===== config.mk =====
export PLATFORM = sky130hd
export DESIGN_NAME = bcd_accum
export DESIGN_NICKNAME = d
export VERILOG_FILES = /design/src/rtl/bcd_pkg.sv /design/src/rtl/bcd_digit_add.sv /design/src/rtl/seg7_decode.sv /design/src/rtl/bcd_accum.sv
export SDC_FILE = /design/constraint.sdc
export NUM_CORES = 1
export LEC_CHECK = 0
export ABC_AREA = 1
export CAP_MARGIN = 10
export CORE_UTILIZATION = 51
export CTS_CLUSTER_SIZE = 24
export DETAILED_ROUTE_END_ITERATION = 8
export GPL_ROUTABILITY_DRIVEN = 0
export PLACE_DENSITY = 0.83
export RECOVER_POWER = 100
export SLEW_MARGIN = 20
export SYNTH_ARGS = -nofsm -noshare
export SYNTH_HDL_FRONTEND = slang
export SYNTH_SLANG_ARGS = --single-unit

===== constraint.sdc =====
create_clock -name clk -period 3.1 [get_ports clk]
set_input_delay 0.465 -clock clk [delete_from_list [all_inputs] [get_ports clk]]
set_output_delay 0.465 -clock clk [all_outputs]
set_load 0.01 [all_outputs]

===== src/rtl/bcd_pkg.sv =====
// Shared definitions for the digit-serial BCD accumulator: seven-segment
// patterns, FSM state encoding and the digit-index width helper.
package bcd_pkg;

    localparam logic [7:0] SEG_0   = 8'h3F;
    localparam logic [7:0] SEG_1   = 8'h06;
    localparam logic [7:0] SEG_2   = 8'h5B;
    localparam logic [7:0] SEG_3   = 8'h4F;
    localparam logic [7:0] SEG_4   = 8'h66;
    localparam logic [7:0] SEG_5   = 8'h6D;
    localparam logic [7:0] SEG_6   = 8'h7D;
    localparam logic [7:0] SEG_7   = 8'h07;
    localparam logic [7:0] SEG_8   = 8'h7F;
    localparam logic [7:0] SEG_9   = 8'h6F;
    localparam logic [7:0] SEG_ERR = 8'h79;

    typedef enum logic [1:0] {
        ST_IDLE = 2'd0,
        ST_ADD  = 2'd1,
        ST_DONE = 2'd2
    } state_t;

    // A single-digit build still needs a 1-bit index register.
    function automatic int idx_width(input int ndigits);
        return (ndigits > 1) ? $clog2(ndigits) : 1;
    endfunction

endpackage


===== src/rtl/bcd_digit_add.sv =====
// One BCD digit add with decimal correction; shared across all digits of
// the accumulator, one digit per clock.
module bcd_digit_add (
    input  logic [3:0] a,
    input  logic [3:0] b,
    input  logic       ci,
    input  logic       chk_a,
    output logic [3:0] digit,
    output logic       co,
    output logic       bad
);

    logic [4:0] s;

    always_comb begin
        s = {1'b0, a} + {1'b0, b} + {4'b0000, ci};
        // Adding 6 only affects the low nibble once the carry is taken out.
        if (s > 5'd9) begin
            digit = s[3:0] + 4'd6;
            co    = 1'b1;
        end else begin
            digit = s[3:0];
            co    = 1'b0;
        end
        bad = (chk_a & (a > 4'd9)) | (b > 4'd9);
    end

endmodule


===== src/rtl/seg7_decode.sv =====
// BCD digit to seven-segment pattern {dp,g,f,e,d,c,b,a}; non-decimal
// digits display 'E'. The decimal point is left to the caller.
module seg7_decode
    import bcd_pkg::*;
(
    input  logic [3:0] digit,
    output logic [7:0] seg
);

    always_comb begin
        seg = SEG_ERR;
        case (digit)
            4'd0: seg = SEG_0;
            4'd1: seg = SEG_1;
            4'd2: seg = SEG_2;
            4'd3: seg = SEG_3;
            4'd4: seg = SEG_4;
            4'd5: seg = SEG_5;
            4'd6: seg = SEG_6;
            4'd7: seg = SEG_7;
            4'd8: seg = SEG_8;
            4'd9: seg = SEG_9;
            default: seg = SEG_ERR;
        endcase
    end

endmodule


===== src/rtl/bcd_accum.sv =====
// Digit-serial NDIGITS-wide BCD adder/accumulator with start/busy/done
// handshake and per-digit seven-segment outputs.
module bcd_accum
    import bcd_pkg::*;
#(
    parameter int NDIGITS = 4
) (
    input  logic                   clk,
    input  logic                   rst,
    input  logic                   start,
    input  logic                   mode,
    input  logic [4*NDIGITS-1:0]   a,
    input  logic [4*NDIGITS-1:0]   b,
    input  logic                   cin,
    output logic                   busy,
    output logic                   done,
    output logic [4*NDIGITS-1:0]   result,
    output logic                   cout,
    output logic                   invalid,
    output logic [8*NDIGITS-1:0]   seg
);

    localparam int W  = 4 * NDIGITS;
    localparam int IW = idx_width(NDIGITS);

    state_t         state, state_nxt;
    logic [IW-1:0]  idx;
    logic [W-1:0]   opa, opb, work;
    logic           carry, inv_acc, chk_a;
    logic [3:0]     dsum;
    logic           dco, dbad;
    logic           last;

    assign last = (idx == IW'(NDIGITS - 1));
    assign busy = (state == ST_ADD);

    // Operands are shifted down so the adder always sees the current digit in [3:0].
    bcd_digit_add u_add (
        .a     (opa[3:0]),
        .b     (opb[3:0]),
        .ci    (carry),
        .chk_a (chk_a),
        .digit (dsum),
        .co    (dco),
        .bad   (dbad)
    );

    always_ff @(posedge clk or posedge rst) begin
        if (rst) state <= ST_IDLE;
        else     state <= state_nxt;
    end

    always_comb begin
        state_nxt = state;
        case (state)
            ST_IDLE: if (start) state_nxt = ST_ADD;
            ST_ADD:  if (last)  state_nxt = ST_DONE;
            ST_DONE: state_nxt = ST_IDLE;
            default: state_nxt = ST_IDLE;
        endcase
    end

    always_ff @(posedge clk or posedge rst) begin
        if (rst) begin
            idx     <= '0;
            opa     <= '0;
            opb     <= '0;
            work    <= '0;
            carry   <= 1'b0;
            inv_acc <= 1'b0;
            chk_a   <= 1'b0;
            result  <= '0;
            cout    <= 1'b0;
            invalid <= 1'b0;
            done    <= 1'b0;
        end else begin
            done <= 1'b0;
            case (state)
                ST_IDLE: begin
                    if (start) begin
                        opa     <= mode ? result : a;
                        opb     <= b;
                        carry   <= cin;
                        chk_a   <= ~mode;
                        idx     <= '0;
                        inv_acc <= 1'b0;
                    end
                end
                ST_ADD: begin
                    opa               <= opa >> 4;
                    opb               <= opb >> 4;
                    work[4*idx +: 4]  <= dsum;
                    carry             <= dco;
                    inv_acc           <= inv_acc | dbad;
                    if (!last) idx <= idx + 1'b1;
                end
                ST_DONE: begin
                    result  <= work;
                    cout    <= carry;
                    invalid <= inv_acc;
                    done    <= 1'b1;
                end
                default: ;
            endcase
        end
    end

    // Only the most significant digit carries the decimal point, driven by cout.
    for (genvar g = 0; g < NDIGITS; g++) begin : g_seg
        logic [7:0] pat;
        seg7_decode u_dec (
            .digit (result[4*g +: 4]),
            .seg   (pat)
        );
        assign seg[8*g +: 8] = pat | {((g == NDIGITS - 1) & cout), 7'b0};
    end

endmodule


* After elaboration in Yosys (flattened, before gate mapping)
Memory sizes are Yosys's and may differ from the RTL's. Cells that the tools add are included.
Cells by class: bitwise gates (word level) 5, muxes and demuxes 19, add/subtract/negate cells 5, equality and inequality tests 6, order comparisons 3, shifts and indexed selects 2, reduce and logical (&&, ||, !) cells 6
Operator list (number):
- one-hot mux 16 bit (2 select lines) | 2
- two-way mux 16 bit | 3
- negator 4 -> 34 bit | 1
- variable shift 4 x 34 -> 16 bit, first input constant | 1
- indexed part select 4 x 34 -> 16 bit | 1
- bitwise mux 16 bit | 1
- greater-than comparator 4 bit, second input constant | 2
- two-way mux 2 bit | 4
- bitwise OR 8 bit | 1
- one-hot mux 2 bit (2 select lines) | 2
- AND reduction 2 bit | 3
- adder 4 x 4 -> 5 bit | 1
- adder 5 x 1 -> 5 bit | 1
- greater-than comparator 5 x 4 -> 1 bit, second input constant | 1
- adder 4 x 3 -> 4 bit, second input constant | 1
- == test 2 bit, second input constant | 2
- two-way mux 1 bit | 4
- two-way mux 4 bit | 1
- != test 2 bit, second input constant | 2
- one-hot mux 1 bit (2 select lines) | 2
- AND reduction 3 bit | 1
- adder 2 x 1 -> 2 bit, second input constant | 1
- == test 2 x 1 -> 1 bit, second input constant | 1
- zero test 2 bit | 1
- 5 further kinds | 6
Storage, ports and cells: ROM bits 448, memories 4, register bits after elaboration 74
Memory list:
- (name not given) | depth 16, bits a word 7, read ports 1, clocked after Yosys merged registers in 0, write ports 0, line seg7_decode.sv:12 | case (digit)
- (name not given) | depth 16, bits a word 7, read ports 1, clocked after Yosys merged registers in 0, write ports 0, line seg7_decode.sv:12
- (name not given) | depth 16, bits a word 7, read ports 1, clocked after Yosys merged registers in 0, write ports 0, line seg7_decode.sv:12
- (name not given) | depth 16, bits a word 7, read ports 1, clocked after Yosys merged registers in 0, write ports 0, line seg7_decode.sv:12

* Depth between registers and ports, before layout
word-level depth 6, depth in mapped cells 15, mapped depth without buffers 15

* By module
From an unflattened synthesis, not the netlist that was laid out.
Second synthesis, totals: cell total of the unflattened synthesis 642, area total of the unflattened synthesis 4568.1 um^2
Modules (own cells, without submodules):
- bcd_accum | times used 1, seq. area each 1851.8 um^2, area an instance 3462.1 um^2, cells each 458
- seg7_decode | times used 4, seq. area each 0.0 um^2, area an instance 197.7 um^2, cells each 34
- bcd_digit_add | times used 1, seq. area each 0.0 um^2, area an instance 315.3 um^2, cells each 48

* Least setup slack after synthesis
No wires, ideal clock.
kind reg-to-reg, start reg opa[0], end reg work[15], data arrival time 2.224 ns, slack 0.753 ns, required time 2.976 ns, period minus slack after synthesis 2.347 ns, cell stages (with the launch flop) 13, cells stage by stage dfrtp_1 -> fa_1 -> fa_1 -> inv_1 -> ha_1 -> inv_1 -> nor2_1 -> a21oi_1 -> nand2_1 -> nand2_1 -> nand2_1 -> nand4_1 -> o21bai_1
On the way: longest elaborated chain between the ends 6
Ends and longest elaborated chain:
- from (decl) | line bcd_accum.sv:28 | logic [W-1:0] opa, opb, work;
- from (signal assigned) | line bcd_accum.sv:81 | opa <= mode ? result : a;
- from (signal assigned) | line bcd_accum.sv:90 | opa <= opa >> 4;
- adder 4 x 4 -> 5 bit * | line bcd_digit_add.sv:16 | s = {1'b0, a} + {1'b0, b} + {4'b0000, ci};
- adder 5 x 1 -> 5 bit * | line bcd_digit_add.sv:16
- adder 4 x 3 -> 4 bit or greater-than comparator 5 x 4 -> 1 bit (tied branches) | line bcd_digit_add.sv:19, bcd_digit_add.sv:18
- two-way mux 4 bit * | line bcd_digit_add.sv:18 | if (s > 5'd9) begin
- indexed part select 4 x 34 -> 16 bit * | line bcd_accum.sv:92 | work[4*idx +: 4] <= dsum;
- bitwise mux 16 bit * | line bcd_accum.sv:92
- to (signal, indexed assignment) | line bcd_accum.sv:92
- to (decl) | line bcd_accum.sv:28
Mark *: on every way between the ends. The rest lies on a longest branch, timed or not. A chain may end at the register's enable or synchronous reset.

* Worst setup path after layout
start reg result[13], end out seg[24]
On the way: longest elaborated chain between the ends 2
Ends and longest elaborated chain:
- from (decl) | line bcd_accum.sv:17 | output logic [4*NDIGITS-1:0] result,
- from (signal assigned) | line bcd_accum.sv:98 | result <= work;
- memory read (16 x 7 bit)
- bitwise OR 8 bit | line bcd_accum.sv:115 | assign seg[8*g +: 8] = pat | {((g == NDIGITS - 1) & cout), 7'b0};
- to (decl) | line bcd_accum.sv:20 | output logic [8*NDIGITS-1:0] seg
Every way passes these cells.

==> impl_metrics.toml <==
[outcome]
status = "finished, final reports clean"

[cells_and_area]
fin_util_pct = 65.1
final_common_cell = "nand2_1"
n_fill_cell = 660
final_cell_mix = "nand2_1, dfrtp_1, dlygate4sd3_1"
area_growth_pct = 23.8
diodes = 0
layout-drive-gt1-share_pct = 5.55
nets = 663

[synthesis]
yosysWarnings = 0
yosysSeqAreaShare_pct = 43.1
synth.distinct_cells = 38
syn_inst = 510
yosys.area_share.xor_xnor_pct = 0
synth_compound_area_share_pct = 15.8
synth_top_family_by_area = "simple AND/OR/NAND/NOR gates"
muxShareOfSynthArea_pct = 0
postSynthAreaPerCell_sq_um = 8.43
synthAdderAreaFrac_pct = 10.8
synthSimpleGateAreaFrac_pct = 22.7
syn_area_sq_um = 4300
ys_ff_latch = 74

[floorplan]
dieArea_sq_um = 8800
rows = 33
die_h_microns = 93.8
coreArea_sq_um = 8180
pin_count = 89
chipWidth_microns = 93.8
initial_utilization_pct = 52.6

[sta]
setup_violations = 0
drv_slew = 0
setup_tns_ns = 0
fmax_ghz = 0.369
skew_ns = 0.00586
rsz0062_at_grt = "false"
min_period_ns = 2.71
layout_setup_ws_ns = 0.393
fin_hold_ws_ns = 0.494
fin_crit_sh_pct = 87.3
final_hold_viol_count = 0
max_slew.worst_pin.slew_ns = 1.32
relSlewSlack_pct = 12.3

[critical_path]
regToRegEndpoint = "work[13]$_DFFE_PP0P_"
path_cells = "inv_1, ha_1, or2_2, o211ai_1, dlygate4sd3_1"
setup.worst_path.class = "flop to primary output"
reg2reg_slack_ns = 0.41
path_delay_family = "buffers and inverters"
critPathMaxFanout = 6
critPathBufInv = 2
slowest_stage = "dlygate4sd3_1"
timing.critical_path.to_type = "primary output"
cp.arrival_ns = 2.24
critPathLaunchType = "flop"
r2r_cells = 14
crit_required_ns = 2.63
critPathMaxStageDelay_ns = 0.62
rr_startpoint = "opa[0]$_DFFE_PP0P_"

[flow_run]
cap_viol_max_count = 0

[detailed_routing]
vias = 3841
routed_wl_microns = 10600
drc = 0
drt_first_pass_iters = 5
wire_per_inst_microns = 15.2
drt_iter0_markers = 307
viasPerCell = 5.49
ant_nets = 0

[place]
hpwl_microns = 7810
post-place-ws_ns = 0.481
io_buffers = 85

[min_path]
min_path_cells = 2
hold-path-endpoint = "result[7]$_DFFE_PP0P_"
min_path_type = "flop to flop"
min_from = "work[7]$_DFFE_PP0P_"

[power_and_ir_drop]
vdd_drop_max_mv = 0.568
powerDensity_nw_per_um2 = 1100
power.leakage_nw = 2.47

[global_routing]
grt_pass1_wl_microns = 17400
overflow = 0
grt_pass1_vias = 3540
grt_start_max_net_pins = 36
grt.total_usage_pct = 25.5
antenna_found_initial = 0

[clocking]
insertion_delay_ns = 0.36
cts-root-buf = "clkbuf_8"
cts.path.max_buffers = 2
post_cts_buffers = 0
cts.sinks = 74
path_clk_slew_ns = 0.07
ctsHoldBuffers = 0
cts_tree = "done"
cts_buffers = 9
cts_max_level = 3
cts_resized = 0
[layer usage]
metal  part of all wire (%)  up-vias  track usage (%)
met2                     45      150             38.6
met5                      0        -                0
met4                    2.7        0             10.9
met1                     44     1798             35.9
met3                    7.3       22             4.77
li1                       -     1871                -
[per-stage QoR]
stage                     std cells  instance area, sq um  total power (W)
after floorplan                 512                  4310          0.00397
after global placement          684                  5180          0.00519
after detailed placement        684                  5180          0.00534
after CTS                       700                  5370          0.00604
after global routing            700                  5320          0.00634
final                           700                  5320          0.00583
[worst min-delay path, delay by kind of cell (launching register included)]
family	cells	cell delay [ns]
AOI/OAI and AO/OA	1	0.06
DFF	1	0.35
and+or+nand+nor	1	0.05
[worst max path at each step]
| stage | from | end | slack [ns] | cells after the start |
|---|---|---|---|---|
| 6_report | result[13]$_DFFE_PP0P_ | seg[24] | 0.39 | 5 |
| 5_1_grt | state[1]$_DFFE_PP0P_ | opa[1]$_DFFE_PP0P_ | 0.09 | 7 |
| 4_1_cts | opa[0]$_DFFE_PP0P_ | work[7]$_DFFE_PP0P_ | 0.44 | 14 |
| 3_5_place_dp | opa[0]$_DFFE_PP0P_ | work[13]$_DFFE_PP0P_ | 0.48 | 14 |
| 3_3_place_gp | opa[0]$_DFFE_PP0P_ | work[5]$_DFFE_PP0P_ | 0.60 | 13 |
| 2_1_floorplan | rst | carry$_DFFE_PP0P_ | 0.75 | 1 |
[sequential cells by signal, indices dropped and copies added (netlist names)]
| signal | count |
|---|---|
| inv_acc | 1 |
| invalid | 1 |
| work | 16 |
| opa | 16 |
| done | 1 |
| opb | 16 |
| idx | 2 |
| chk_a | 1 |
| result | 16 |
| state | 2 |
| carry | 1 |
| cout | 1 |
[cell usage after synthesis]
cell type	n	share of area, %
a211oi_1	10	1.7
a21oi_1	17	2.0
a31oi_1	5	0.73
a32o_1	4	0.93
a32oi_1	4	0.82
buf_2	12	1.4
buf_4	4	0.70
buf_6	3	0.79
clkbuf_1	3	0.26
clkbuf_2	1	0.12
clkinv_1	2	0.17
conb_1	1	0.087
dfrtp_1	74	43
fa_1	2	0.93
ha_1	34	9.9
inv_1	42	3.7
inv_2	4	0.35
nand2_1	122	11
nand2_2	1	0.15
nand2_4	1	0.26
nand3_1	28	3.3
nand3b_1	1	0.17
nand4_1	6	0.87
nor2_1	31	2.7
nor2_2	2	0.29
nor2_8	2	0.93
nor3_1	12	1.4
nor3_4	1	0.38
nor4_4	1	0.49
o211ai_1	8	1.4
o21a_1	1	0.17
o21ai_0	44	5.1
o21ai_1	1	0.12
o21ai_2	1	0.20
o21bai_1	2	0.35
o221ai_1	1	0.20
o22ai_1	14	2.0
or2_2	8	1.2
[final cells by class]
type / instances / area [sq um] / share of cell area, %
Clock buffer: 10 / 138 / 2.59
Clock inverter: 6 / 42.5 / 0.800
Multi-Input combinational cell: 367 / 2100 / 39.5
Tap cell: 105 / 131 / 2.47
Sequential cell: 74 / 1850 / 34.8
Timing Repair Buffer: 90 / 875 / 16.4
Inverter: 48 / 180 / 3.39
[logic make-up after synthesis]
| group | count (synthesis) |
|---|---|
| buf+inv | 71 |
| fa+ha+maj | 36 |
| compound gates | 112 |
| other cells | 1 |
| simple gates | 216 |
| flops | 74 |
[power breakdown]
part           total, W  internal [W]  leakage [nW]  switching (W)
registers       0.00171       0.00136         0.962       0.000357
clock network  0.000689      0.000312        0.0882       0.000377
logic           0.00343       0.00139          1.42        0.00204
Note: power is estimated with default switching activity, not from simulation.
